### config.mk
export PLATFORM = sky130hd
export DESIGN_NAME = mult_seq_ctrl
export DESIGN_NICKNAME = d
export VERILOG_FILES = /design/src/rtl/mult_pkg.sv /design/src/rtl/booth_step.sv /design/src/rtl/mult_seq_ctrl.sv
export SDC_FILE = /design/constraint.sdc
export NUM_CORES = 1
export LEC_CHECK = 0
export ABC_AREA = 1
export CAP_MARGIN = 20
export CORE_ASPECT_RATIO = 0.6
export CORE_MARGIN = 8
export CORE_UTILIZATION = 45
export CTS_BUF_LIST = sky130_fd_sc_hd__clkbuf_2 sky130_fd_sc_hd__clkbuf_4 sky130_fd_sc_hd__clkbuf_8
export DETAILED_ROUTE_END_ITERATION = 6
export PLACE_DENSITY = 0.79
export SYNTH_ARGS = -nofsm -noshare
export SYNTH_HDL_FRONTEND = slang
export SYNTH_SLANG_ARGS = --single-unit
### constraint.sdc
create_clock -name clk -period 3.25 [get_ports clk]
set_input_delay 0.4875 -clock clk [delete_from_list [all_inputs] [get_ports clk]]
set_output_delay 0.4875 -clock clk [all_outputs]
set_load 0.01 [all_outputs]
### src/rtl/mult_pkg.sv
// Shared types and constants for the sequential radix-2 Booth multiplier.
package mult_pkg;

    typedef enum logic [1:0] {
        ST_IDLE = 2'd0,
        ST_CALC = 2'd1,
        ST_DONE = 2'd2
    } state_t;

    localparam logic [1:0] BOOTH_ADD = 2'b01;
    localparam logic [1:0] BOOTH_SUB = 2'b10;

    localparam int MULT_WIDTH_DEF = 8;

endpackage

### src/rtl/booth_step.sv
// One radix-2 Booth iteration: conditional add/sub of M into A, then an
// arithmetic right shift of {A,Q,q_1}.
module booth_step
    import mult_pkg::*;
#(
    parameter int WIDTH = MULT_WIDTH_DEF
) (
    input  logic signed [WIDTH:0]   acc_i,
    input  logic        [WIDTH-1:0] q_i,
    input  logic                    q1_i,
    input  logic signed [WIDTH:0]   m_i,
    output logic signed [WIDTH:0]   acc_o,
    output logic        [WIDTH-1:0] q_o,
    output logic                    q1_o
);

    logic signed [WIDTH:0] sum;

    always_comb begin
        sum = acc_i;
        case ({q_i[0], q1_i})
            BOOTH_ADD: sum = acc_i + m_i;
            BOOTH_SUB: sum = acc_i - m_i;
            default:   sum = acc_i;
        endcase
    end

    // The MSB of A is replicated so the shift stays arithmetic.
    assign acc_o = {sum[WIDTH], sum[WIDTH:1]};
    assign q_o   = {sum[0], q_i[WIDTH-1:1]};
    assign q1_o  = q_i[0];

endmodule

### src/rtl/mult_seq_ctrl.sv
// Sequential Booth multiplier controller: accept, WIDTH add/shift steps, hold.
// Optional macro MULT_SEQ_ZERO_SKIP_EN sends zero operands straight to DONE.
module mult_seq_ctrl
    import mult_pkg::*;
#(
    parameter int WIDTH = MULT_WIDTH_DEF
) (
    input  logic                 clk,
    input  logic                 rst_n,
    input  logic                 in_valid,
    output logic                 in_ready,
    input  logic [WIDTH-1:0]     a,
    input  logic [WIDTH-1:0]     b,
    output logic                 out_valid,
    input  logic                 out_ready,
    output logic [2*WIDTH-1:0]   result,
    output logic                 busy
);

    localparam int CW = $clog2(WIDTH + 1);

    state_t                   state_q, state_d;
    logic signed [WIDTH:0]    acc_q, acc_d;
    logic        [WIDTH-1:0]  q_q, q_d;
    logic                     q1_q, q1_d;
    logic signed [WIDTH:0]    m_q, m_d;
    logic        [CW-1:0]     cnt_q, cnt_d;
    logic        [2*WIDTH-1:0] res_q, res_d;

    logic signed [WIDTH:0]    acc_s;
    logic        [WIDTH-1:0]  q_s;
    logic                     q1_s;
    logic                     accept;

    booth_step #(
        .WIDTH (WIDTH)
    ) u_step (
        .acc_i (acc_q),
        .q_i   (q_q),
        .q1_i  (q1_q),
        .m_i   (m_q),
        .acc_o (acc_s),
        .q_o   (q_s),
        .q1_o  (q1_s)
    );

    assign in_ready  = (state_q == ST_IDLE);
    assign out_valid = (state_q == ST_DONE);
    assign busy      = (state_q != ST_IDLE);
    assign result    = res_q;
    assign accept    = in_valid && in_ready;

    always_comb begin
        state_d = state_q;
        acc_d   = acc_q;
        q_d     = q_q;
        q1_d    = q1_q;
        m_d     = m_q;
        cnt_d   = cnt_q;
        res_d   = res_q;
        case (state_q)
            ST_IDLE: begin
                if (accept) begin
                    m_d     = {a[WIDTH-1], a};
                    acc_d   = '0;
                    q_d     = b;
                    q1_d    = 1'b0;
                    cnt_d   = CW'(WIDTH);
                    state_d = ST_CALC;
`ifdef MULT_SEQ_ZERO_SKIP_EN
                    if ((a == '0) || (b == '0)) begin
                        state_d = ST_DONE;
                        res_d   = '0;
                    end
`endif
                end
            end
            ST_CALC: begin
                acc_d = acc_s;
                q_d   = q_s;
                q1_d  = q1_s;
                cnt_d = cnt_q - CW'(1);
                // Product of two WIDTH-bit signed values fits 2*WIDTH bits exactly.
                if (cnt_q == CW'(1)) begin
                    state_d = ST_DONE;
                    res_d   = {acc_s[WIDTH-1:0], q_s};
                end
            end
            ST_DONE: begin
                if (out_ready) begin
                    state_d = ST_IDLE;
                end
            end
            default: state_d = ST_IDLE;
        endcase
    end

    always_ff @(posedge clk or negedge rst_n) begin
        if (!rst_n) begin
            state_q <= ST_IDLE;
            acc_q   <= '0;
            q_q     <= '0;
            q1_q    <= 1'b0;
            m_q     <= '0;
            cnt_q   <= '0;
            res_q   <= '0;
        end else begin
            state_q <= state_d;
            acc_q   <= acc_d;
            q_q     <= q_d;
            q1_q    <= q1_d;
            m_q     <= m_d;
            cnt_q   <= cnt_d;
            res_q   <= res_d;
        end
    end

endmodule

==> metrics <==
Worst setup EP type register; Vias/cell 5.00; CTS tree built; post-synth net total 343; status finished clean; die area 8490 um2; DRT antenna net count 0; sequential area share after synthesis 45.6%; Post-CTS Setup Bufs 0; Sw Ratio 48.9%; Final Util 56.3%; grt total ovfl 0; count of different cell masters after synthesis 36; vias in the first global route 2155; CP Data Arrival Time 2.88 ns; clk root buf clkbuf_8; Flop pwr share 26.9%; DRC 0; TritonCTS Buffers 5; Ys Warns 0; GR Util All Layers 15.6%; multi-input logic area 1190 um2; TritonCTS Sinks 47; Clk pin slew, worst setup/hold paths 0.09 ns; Worst Clk Skew 0.00744 ns; post-route cell area 3120 um2; Placement Cell Area 3000 um2; Gate power share 64.0%; Tightest Hold Check Type reg2reg; Final min period 2.63 ns; Synth Cell Area 2580 um2; most common cell after layout, fill and taps aside nand2_1; # setup viols final 0; CP required 3.50 ns; most frequent cells in the layout 94 x nand2_1, 47 x dfrtp_1, 37 x clkdlybuf4s50_1; initial antenna violation count 0; max_cap viols 0; clk_lat worst skew 0.31 ns; gpl congestion 0.858; n_diodes 0; final HPWL from detailed placement 4540 um; critical path class reg2reg; RSZ-0062 raised after global routing false; NetSw 1.95 mW; #FFs+latches synth 47; Nets 382; Peak supply drop 0.000460 V; largest net degree at the start of global routing 48; drt wl/cell 14.4 um; sum of negative setup slack 0 ns; f_max 380 MHz; Tightest Pin Transition 0.508 ns; layout cells sized above 1 9.71%; Tcrit/Tclk final 80.9%; core box area 5540 um2; leak pwr 1.52 nW; Ports 39; initial DRC count 118; final-layout fill cell count 515; startpoint types register; Die Wd 114 um; syn_area_per_cell 8.32 um2; internal power 2.04 mW; Layout area overhead 21.0%; PwrDens 1280 nW/um2; final hold vios 0; Die Y-Extent 74.6 um; Clk pwr share 9.1%; register area 1180 um2; overall routed net length 6180 um; Port Buffers 38; site row count 21; global-route wire length before repair 10400 um; Initial Utilization 46.5%; Mapped Cells 310; drt pass-1 iters 4; slew margin rel. 66.0%; final slew viol count 0; CTS H-Tree Depth 2; Vias 2151; Clock Tree Buf Depth 2; crit path max fanout 4
[power by group through the flow]
stage,Clock [mW],Sequential [mW],Combinational [mW]
2_1_floorplan,0,1.07,1.84
3_3_place_gp,0,1.07,2.42
3_5_place_dp,0,1.08,2.54
4_1_cts,0.368,1.07,2.54
6_report,0.362,1.07,2.55
5_1_grt,0.393,1.11,2.90
[kinds of logic (layout without fill, tap and decap cells)]
logic type                 Yosys count  count (layout)  synth area share [%]
adders and majority gates           13              13                  6.60
AOI/OAI and AO/OA                   63              63                  16.1
buffers and inverters               49              89                  8.10
DFF                                 47              47                  45.6
xor gates and xnor gates             5               5                  1.70
and+or+nand+nor                    133             133                  21.9
[critical path, cell delays in order (launching register included)]
cell and delay (ns):
dfrtp_1 0.44, inv_1 0.12, ha_1 0.18, nand2_1 0.08
nor2_1 0.13, nor2_1 0.09, a21oi_1 0.19, xnor2_1 0.15
inv_1 0.07, ha_1 0.32, nand2_1 0.10, inv_1 0.04
nand2_1 0.07, nand2_1 0.05, a21oi_1 0.11, nand2_1 0.09
nand3_1 0.08, nand2_1 0.05, nand2_1 0.07, nand2_1 0.05
nand2_1 0.07
[routing by layer]
| layer | part of all wire, % | track usage (%) | up-vias |
|---|---|---|---|
| li1 | - | - | 1086 |
| met4 | 1.3 | 4.99 | 0 |
| met3 | 6.9 | 5.92 | 11 |
| met5 | 0 | 0 | - |
| met1 | 51 | 20.7 | 994 |
| met2 | 41 | 23.2 | 60 |
[final timing paths]
check                          start        end  slack [ns]  cells past startpoint
max                           m_q[0]   acc_q[7]        0.62                     20
max in group asynchronous      rst_n   acc_q[7]        2.26                      3
min in group asynchronous      rst_n   acc_q[3]        0.53                      2
max reg2reg                   m_q[0]   acc_q[7]        0.62                     20
min                        result[7]  result[7]        0.48                      2
min reg2reg                result[7]  result[7]        0.48                      2
[stage by stage]
step | instances | hold slack (ns) | setup WS (ns) | power, mW
6_report | 430 | 0.479 | 0.620 | 3.99
5_1_grt | 430 | 0.509 | 0.333 | 4.41
4_1_cts | 428 | 0.397 | 0.642 | 3.98
3_5_place_dp | 420 | 0.464 | 0.673 | 3.61
3_3_place_gp | 420 | 0.460 | 0.753 | 3.49
2_1_floorplan | 310 | 0.192 | 0.978 | 2.90
[registers in the layout, indices dropped and copies added, names as in the netlist]
signal,count
acc_q,8
cnt_q,4
m_q,8
q1_q,1
q_q,8
result,16
state_q,2
[cell type report]
| cell class | count | share of cell area [%] |
|---|---|---|
| Multi-Input combinational cell | 214 | 38.3 |
| Sequential cell | 47 | 37.7 |
| Timing Repair Buffer | 40 | 13.0 |
| Inverter | 41 | 5.01 |
| Tap cell | 80 | 3.21 |
| Clock buffer | 5 | 2.21 |
| Clock inverter | 3 | 0.642 |
[cells in the mapped netlist, drive strengths merged]
master,count,area (um2)
a21boi,1,7.51
a21o,1,7.51
a21oi,11,55.1
a22o,3,26.3
a22oi,7,52.6
a31oi,2,12.5
buf,6,45.0
clkbuf,2,7.51
clkinv,1,3.75
dfrtp,47,1180
fa,1,20.0
ha,12,150
inv,40,153
nand2,95,359
nand3,16,80.1
nand3b,1,7.51
nand4,1,6.26
nor2,17,95.1
nor3,1,5.00
o211ai,1,12.5
o21a,1,7.51
o21ai,31,200
o22ai,4,25.0
o31ai,1,7.51
or2,2,12.5
xnor2,2,17.5
xor2,3,26.3
[what timing repair did]
action,4_1_cts,5_1_grt
hold buffers,0,1
hold endpoints to repair,0,6
resized for setup,0,0
Power figures use the tool's default switching activity.
